### config.mk
export PLATFORM = sky130hd
export DESIGN_NAME = pipeline_ctrl
export DESIGN_NICKNAME = d
export VERILOG_FILES = /design/src/rtl/pipeline_ctrl.sv
export SDC_FILE = /design/constraint.sdc
export NUM_CORES = 1
export LEC_CHECK = 0
export BUFFER_PORTS_ARGS = -buffer_cell sky130_fd_sc_hd__buf_2
export CORE_MARGIN = 5
export CORE_UTILIZATION = 45
export CTS_CLUSTER_SIZE = 8
export DETAILED_ROUTE_END_ITERATION = 8
export HOLD_SLACK_MARGIN = 0.06
export MAX_ROUTING_LAYER = met4
export PLACE_DENSITY = 0.79
export SKIP_CTS_REPAIR_TIMING = 1
export SLEW_MARGIN = 5
export SYNTH_ARGS = -nofsm -noshare
export SYNTH_HDL_FRONTEND = slang
export SYNTH_SLANG_ARGS = --single-unit
export TNS_END_PERCENT = 5
### constraint.sdc
create_clock -name clock -period 2.15 [get_ports clock]
set_clock_uncertainty 0.1 [all_clocks]
set_input_delay 0.43 -clock clock [delete_from_list [all_inputs] [get_ports clock]]
set_output_delay 0.43 -clock clock [all_outputs]
set_load 0.02 [all_outputs]
### src/rtl/pipeline_ctrl.sv
// Pipeline sequencer: merges stage stall requests, turns committed exceptions/ERET into a
// flush plus PC redirect, deferring the redirect past an outstanding fetch. Optional stall watchdog: STALL_WATCHDOG_EN.
module pipeline_ctrl #(
  parameter logic [31:0] EXC_VECTOR = 32'hBFC00380,
  parameter logic [5:0]  ERET_TYPE  = 6'h0e,
  parameter int          WD_LIMIT   = 1023
) (
  input  logic        clock,
  input  logic        reset,
  input  logic        stallreq_if,
  input  logic        stallreq_id,
  input  logic        stallreq_ex,
  input  logic        stallreq_mem,
  input  logic        exr_valid,
  input  logic [5:0]  exr_type,
  input  logic [31:0] cp0_epc,
  output logic [4:0]  stall,
  output logic        flush,
  output logic        redirect_valid,
  output logic [31:0] redirect_pc,
  output logic        wait_if,
  output logic        watchdog_timeout
);

  typedef enum logic {
    RUN     = 1'b0,
    WAIT_IF = 1'b1
  } state_t;

  state_t      state;
  logic [31:0] tgt_q;
  logic [31:0] tgt;

  assign tgt = (exr_type == ERET_TYPE) ? cp0_epc : EXC_VECTOR;

  // Outputs are combinational so a redirect with no fetch pending lands in the commit cycle.
  always_comb begin
    stall          = 5'b00000;
    flush          = 1'b0;
    redirect_valid = 1'b0;
    redirect_pc    = 32'h0;
    wait_if        = 1'b0;
    case (state)
      RUN: begin
        if (exr_valid) begin
          flush = 1'b1;
          if (!stallreq_if) begin
            redirect_valid = 1'b1;
            redirect_pc    = tgt;
          end
        end else if (stallreq_mem) begin
          stall = 5'b11111;
        end else if (stallreq_ex) begin
          stall = 5'b01111;
        end else if (stallreq_id) begin
          stall = 5'b00111;
        end else if (stallreq_if) begin
          stall = 5'b00011;
        end
      end
      WAIT_IF: begin
        // Only the PC holds; everything behind it is flushed while the stale fetch drains.
        stall          = 5'b00001;
        flush          = 1'b1;
        wait_if        = 1'b1;
        redirect_pc    = tgt_q;
        redirect_valid = !stallreq_if;
      end
      default: begin
        stall = 5'b00000;
      end
    endcase
  end

  always_ff @(posedge clock) begin
    if (reset) begin
      state <= RUN;
      tgt_q <= 32'h0;
    end else begin
      case (state)
        RUN: begin
          if (exr_valid && stallreq_if) begin
            state <= WAIT_IF;
            tgt_q <= tgt;
          end
        end
        WAIT_IF: begin
          if (!stallreq_if) begin
            state <= RUN;
          end
        end
        default: begin
          state <= RUN;
        end
      endcase
    end
  end

`ifdef STALL_WATCHDOG_EN
  localparam logic [9:0] WD_MAX = 10'(WD_LIMIT);

  logic [9:0] wd_cnt;
  logic [9:0] wd_next;
  logic       wd_flag;

  always_comb begin
    wd_next = 10'd0;
    if (stall != 5'b00000) begin
      wd_next = (wd_cnt == 10'h3ff) ? wd_cnt : wd_cnt + 10'd1;
    end
  end

  // The flag rises on the same edge the counter reaches the limit and is sticky until reset.
  always_ff @(posedge clock) begin
    if (reset) begin
      wd_cnt  <= 10'd0;
      wd_flag <= 1'b0;
    end else begin
      wd_cnt <= wd_next;
      if (wd_next >= WD_MAX) begin
        wd_flag <= 1'b1;
      end
    end
  end

  assign watchdog_timeout = wd_flag;
`else
  assign watchdog_timeout = 1'b0;
`endif

endmodule
==> flow_metrics.env, run 1 <==
export IMPL_synth_seq_cells=33
export IMPL_layout_drive_gt1_share_pct=39.3
export IMPL_gr_usage_met2_pct=31.0
export IMPL_dp_hpwl_um=3470
export IMPL_cts_tree="built"
export IMPL_min_delay_path_class="input port to register"
export IMPL_synth_async_reset_ratio_pct=0
export IMPL_layout_commonest_cell="buf_2"
export IMPL_seq_power_share_pct=46.9
export IMPL_cts_htree_levels=2
export IMPL_status="complete, but fails checks"
export IMPL_grt_max_degree=39
export IMPL_diodes=0
export IMPL_antenna_found_initial=0
export IMPL_yosysSeqAreaShare_pct=38.3
export IMPL_clock_latency_ns=0.28
export IMPL_netlist_area_sq_um=1720
export IMPL_p_clk_share_pct=32.6
export IMPL_p_switching_w=0.000395
export IMPL_layout_common_cells="buf_2, dfxtp_1, buf_6"
export IMPL_design_area_sq_um=2510
export IMPL_gr_total_overflow=0
export IMPL_fillers=340
export IMPL_syn_area_per_cell_sq_um=8.20
export IMPL_tritoncts_num_buffers=5
export IMPL_grt_pass1_wl_um=7750
export IMPL_drt_initial_drc_count=257
export IMPL_ant_nets=0
export IMPL_timing_critical_path_to_type="primary output"
export IMPL_clock_path_buffers=2
export IMPL_synth_cell_types=25
export IMPL_setup_tns_final_ns=-4.24
export IMPL_routed_via_count=2007
export IMPL_use_met3_pct=5.05
export IMPL_placed_area_sq_um=2220
export IMPL_relSlewSlack_pct=59.0
export IMPL_required_ns=1.62
export IMPL_drt_wirelength_per_cell_um=15.5
export IMPL_grt_pass1_vias=1754
export IMPL_violations="setup timing"
export IMPL_p_per_area_nw_per_um2=541
export IMPL_area_growth_pct=45.9
export IMPL_hold_viol=0
export IMPL_syn_num_nets=255
export IMPL_place_port_buffers=84
export IMPL_irDropWorstVdd_mv=0.400
export IMPL_min_period_over_period_pct=108
export IMPL_gp_congestion=0.740
export IMPL_cpMostUsedCell="buf_6"
export IMPL_ys_warnings_count=0
export IMPL_cap_violations=0
export IMPL_setup_viol=32
export IMPL_clock_sinks=33
export IMPL_netSwitchingFraction_pct=29.1
export IMPL_fin_nets=342
export IMPL_wl_um=5370
export IMPL_vias_per_cell=5.80
export IMPL_first_pass_iters=4
export IMPL_grt_usage_pct=19.2
export IMPL_fin_util_pct=68.1
export IMPL_setup_ws_ns=-0.170
export IMPL_preCtsSetupSlack_ns=-0.196
export IMPL_die_h_um=71.9
export IMPL_die_x_um=71.9
export IMPL_critPathLaunchType="input port"
export IMPL_gr_max_usage_layer="met2"
export IMPL_finalMaxSlewViolations=0
export IMPL_rsz0062_at_grt="yes"
export IMPL_p_int_w=0.000964
export IMPL_postSynth_topFlopCell="dfxtp_1"
export IMPL_period_minus_slack_ns=2.32
export IMPL_core_sq_um=3690
export IMPL_worst_slew_pin_transition_ns=0.615
export IMPL_start_util_pct=46.7
export IMPL_cp_slowest_cell="or4b_4"
export IMPL_cts_root_buf="clkbuf_8"
export IMPL_row_count=22
export IMPL_p_leak_nw=1.06
export IMPL_ioPinCount=86
export IMPL_die_area_sq_um=5170
export IMPL_power_total_w=0.00136
export IMPL_synth_edf_count=0
export IMPL_power_frac_comb_pct=20.5
export IMPL_synthesis_instances=210
export IMPL_worstPathArrival_ns=1.79
export IMPL_path_cells="buf_6, or4b_4, nor3_4, buf_6, buf_6, a22o_1, buf_6"
export IMPL_met1_usage_pct=23.0
export IMPL_max_stage_delay_ns=0.56
export IMPL_fmax_mhz=431
export IMPL_drc=0
export IMPL_path_class="input port to primary output"
export IMPL_path_max_fanout=5
export IMPL_clk_pin_slew_ns=0.07
-- synthesized netlist by cell type (2+ instances only) --
| master | instances | area [sq um] |
|---|---|---|
| dfxtp_1 | 33 | 661 |
| nor3b_1 | 2 | 15.0 |
| nand4_1 | 20 | 125 |
| buf_6 | 3 | 33.8 |
| and2_1 | 2 | 12.5 |
| a221o_1 | 12 | 120 |
| buf_1 | 3 | 11.3 |
| a22o_1 | 20 | 175 |
| nand2_1 | 21 | 78.8 |
| nor3_1 | 13 | 65.1 |
| a21oi_1 | 21 | 105 |
| nor4_1 | 13 | 81.3 |
| clkbuf_1 | 13 | 48.8 |
| nor2_1 | 18 | 67.6 |
| buf_2 | 6 | 30.0 |
-- area by class of cell --
type | count | area, sq um | area share [%]
inverter | 1 | 3.75 | 0.149
sequential | 33 | 661 | 26.3
clock inverter | 2 | 10.0 | 0.398
multi-input combinational | 150 | 938 | 37.3
timing repair buffer | 106 | 768 | 30.6
clock buffer | 6 | 72.6 | 2.89
tap | 48 | 60.1 | 2.39
-- routing by layer --
layer	up-vias	routed length (um)
li1	969	-
met2	91	2700
met5	-	0
met3	6	418
met4	0	67
met1	941	2180
-- final timing paths --
kind,endpoint,cells past startpoint,slack (ns),startpoint
setup / recovery,redirect_pc[20],7,-0.17,exr_type[4]
hold / removal,tgt_q[12],3,0.31,cp0_epc[12]
setup reg to reg,tgt_q[5],5,0.24,state
hold reg to reg,tgt_q[11],2,0.35,tgt_q[11]
-- state kept, by name (all words and copies together), names as in the netlist --
name / cells
state: 1
tgt_q: 32
-- power by group through the flow --
stage          combinational [W]  clock, W  sequential, W
5_1_grt                 0.000300  0.000478       0.000639
6_report                0.000278  0.000443       0.000638
3_3_place_gp            0.000268         0       0.000650
3_5_place_dp            0.000270         0       0.000651
4_1_cts                 0.000270  0.000450       0.000637
2_1_floorplan           0.000153         0       0.000650
-- critical path: cells and delay by family --
kind | cells | cell delay (ns)
AND/OR/NAND/NOR | 2 | 0.73
AO/OA/AOI/OAI | 1 | 0.15
buffers and inverters | 4 | 0.48
-- per-stage QoR --
| stage | hold WS (ns) | std cells |
|---|---|---|
| 6_report | 0.308 | 346 |
| 5_1_grt | 0.311 | 346 |
| 4_1_cts | 0.306 | 341 |
| 3_5_place_dp | 0.345 | 333 |
| 3_3_place_gp | 0.338 | 333 |
| 2_1_floorplan | 0.332 | 210 |
-- logic make-up (layout without fill, tap and decap cells) --
| family | Yosys count | in the layout | share of synthesized area [%] |
|---|---|---|---|
| flip-flops | 33 | 33 | 38.3 |
| AO/OA/AOI/OAI | 54 | 54 | 23.7 |
| other | 1 | 1 | 0.218 |
| buffers and inverters | 27 | 115 | 7.84 |
| AND/OR/NAND/NOR | 95 | 95 | 29.9 |
No activity file was read; power rests on OpenSTA's default activity.
==> run 2: changes to the inputs <==
==> constraint.sdc (replaced) <==
create_clock -name clock -period 2.15 [get_ports clock]
set_clock_uncertainty 0.1 [all_clocks]
set_input_delay 0 -clock clock [delete_from_list [all_inputs] [get_ports clock]]
set_output_delay 0 -clock clock [all_outputs]
set_load 0.02 [all_outputs]
==> run 2 against run 1 <==
Clock power is 34% higher. Sequential power hardly changed. Sequential share of layout area is 0.90 points lower. Design area is 3.5% higher. Clock-buffer cell count is 1 higher. Via count is 5.3% higher. Maximum frequency is 18% higher. Largest cell class unchanged. Worst setup slack better by 0.35 ns. The run now ends clean.
==> flow_metrics.env, run 2 (synthesis gave the netlist of run 1 again) <==
export IMPL_critical_path_top_delay_family="buffers and inverters"
export IMPL_grt_pass1_vias=1740
export IMPL_gr_total_overflow=0
export IMPL_tritoncts_num_buffers=5
export IMPL_die_area_sq_um=5170
export IMPL_area_growth_pct=51.1
export IMPL_setup_viol=0
export IMPL_rsz0062_at_grt="no"
export IMPL_place_port_buffers=84
export IMPL_cpMostUsedCell="buf_2"
export IMPL_start_util_pct=46.7
export IMPL_p_clk_share_pct=38.5
export IMPL_row_count=22
export IMPL_period_minus_slack_ns=1.97
export IMPL_status="complete, no violations"
export IMPL_grt_max_degree=34
export IMPL_drt_wirelength_per_cell_um=15.5
export IMPL_ant_nets=0
export IMPL_seq_power_share_pct=41.3
export IMPL_grt_usage_pct=18.8
export IMPL_hold_viol=0
export IMPL_core_sq_um=3690
export IMPL_required_ns=2.05
export IMPL_finalMaxSlewViolations=0
export IMPL_cts_tree="built"
export IMPL_relSlewSlack_pct=59.5
export IMPL_cp_slowest_cell="dlygate4sd3_1"
export IMPL_setup_ws_ns=0.181
export IMPL_layout_drive_gt1_share_pct=32.6
export IMPL_preCtsSetupSlack_ns=0.491
export IMPL_routed_via_count=2114
export IMPL_gp_congestion=0.747
export IMPL_grt_pass1_wl_um=7730
export IMPL_netSwitchingFraction_pct=26.1
export IMPL_irDropWorstVdd_mv=0.478
export IMPL_path_class="input port to primary output"
export IMPL_p_leak_nw=1.13
export IMPL_min_delay_path_class="input port to register"
export IMPL_worst_slew_pin_transition_ns=0.608
export IMPL_clk_pin_slew_ns=0.06
export IMPL_drt_initial_drc_count=203
export IMPL_largestRegisters="tgt_q: 32 flops, state: 1 flops"
export IMPL_fin_nets=363
export IMPL_dp_hpwl_um=3360
export IMPL_min_period_over_period_pct=91.6
export IMPL_path_max_fanout=20
export IMPL_clock_latency_ns=0.27
export IMPL_timing_critical_path_to_type="primary output"
export IMPL_power_frac_comb_pct=20.2
export IMPL_layout_common_cells="buf_2, dlygate4sd3_1, dfxtp_1"
export IMPL_die_x_um=71.9
export IMPL_cap_violations=0
export IMPL_cts_root_buf="clkbuf_8"
export IMPL_max_stage_delay_ns=0.53
export IMPL_setup_tns_final_ns=0
export IMPL_clock_path_buffers=2
export IMPL_fmax_mhz=508
export IMPL_largest_reg_flops=32
export IMPL_layout_commonest_cell="buf_2"
export IMPL_p_int_w=0.00114
export IMPL_path_cells="dlygate4sd3_1, buf_2, or3b_1, nor3_4, buf_4, a22o_1, buf_2"
export IMPL_first_pass_iters=4
export IMPL_p_switching_w=0.000403
export IMPL_p_per_area_nw_per_um2=594
export IMPL_diodes=0
export IMPL_vias_per_cell=5.76
export IMPL_critPathLaunchType="input port"
export IMPL_die_h_um=71.9
export IMPL_antenna_found_initial=0
export IMPL_drc=0
export IMPL_wl_um=5690
export IMPL_ioPinCount=86
export IMPL_cts_htree_levels=2
export IMPL_top_register="tgt_q"
export IMPL_worstPathArrival_ns=1.87
export IMPL_path_buf_inv=4
export IMPL_clock_sinks=33
-- run 2: power groups by stage --
stage               Sequential, W  Clock (W)  Combinational, W
floorplan                0.000650          0          0.000153
global placement         0.000651          0          0.000257
detailed placement       0.000651          0          0.000259
CTS                      0.000637   0.000603          0.000261
global route             0.000639   0.000632          0.000337
finish                   0.000638   0.000595          0.000313
-- run 2: path summary, 6_finish.rpt --
kind               start               to  slack, ns  cells after the start
min            exr_valid            state       0.04                      3
min reg2reg    tgt_q[20]        tgt_q[20]       0.35                      2
max reg2reg        state        tgt_q[18]       0.60                      4
max          stallreq_if  redirect_pc[15]       0.18                      7
-- run 2: cell type report --
class / instances / area, sq um
inverters: 1 / 3.75
multi-input cells: 150 / 936
flip-flops and latches: 33 / 661
repair buffers: 127 / 826
clock inverters: 1 / 30.0
clock buffers: 7 / 86.3
well taps: 48 / 60.1
fillers: 297 / 1090
-- run 2: metal layers --
layer | track usage [%] | wire length (um) | up-vias | part of all wire, %
met5 | - | 0 | - | 0
met4 | 6.89 | 104 | 0 | 1.8
met3 | 4.35 | 415 | 13 | 7.3
met2 | 30.8 | 2940 | 105 | 52
met1 | 22.4 | 2240 | 984 | 39
li1 | - | - | 1012 | -
-- run 2: worst register-to-register path: cells and delay by family (launching register included) --
family                 cells  cell delay (ns)
and+or+nand+nor            2             0.55
AOI/OAI and AO/OA          1             0.06
DFF                        1             0.33
buffers and inverters      1             0.37
-- run 2: through the flow --
step / util (%) / hold WS (ns) / instance area [sq um] / std cells / power [W]
6_report: 70.6 / 0.0417 / 2600 / 367 / 0.00155
4_1_cts: 61.6 / -0.119 / 2270 / 334 / 0.00150
3_5_place_dp: 58.4 / 0.179 / 2160 / 326 / 0.000910
3_3_place_gp: 58.4 / 0.173 / 2160 / 326 / 0.000908
5_1_grt: 70.6 / 0.0832 / 2600 / 367 / 0.00161
2_1_floorplan: - / -0.0202 / 1720 / 210 / 0.000803
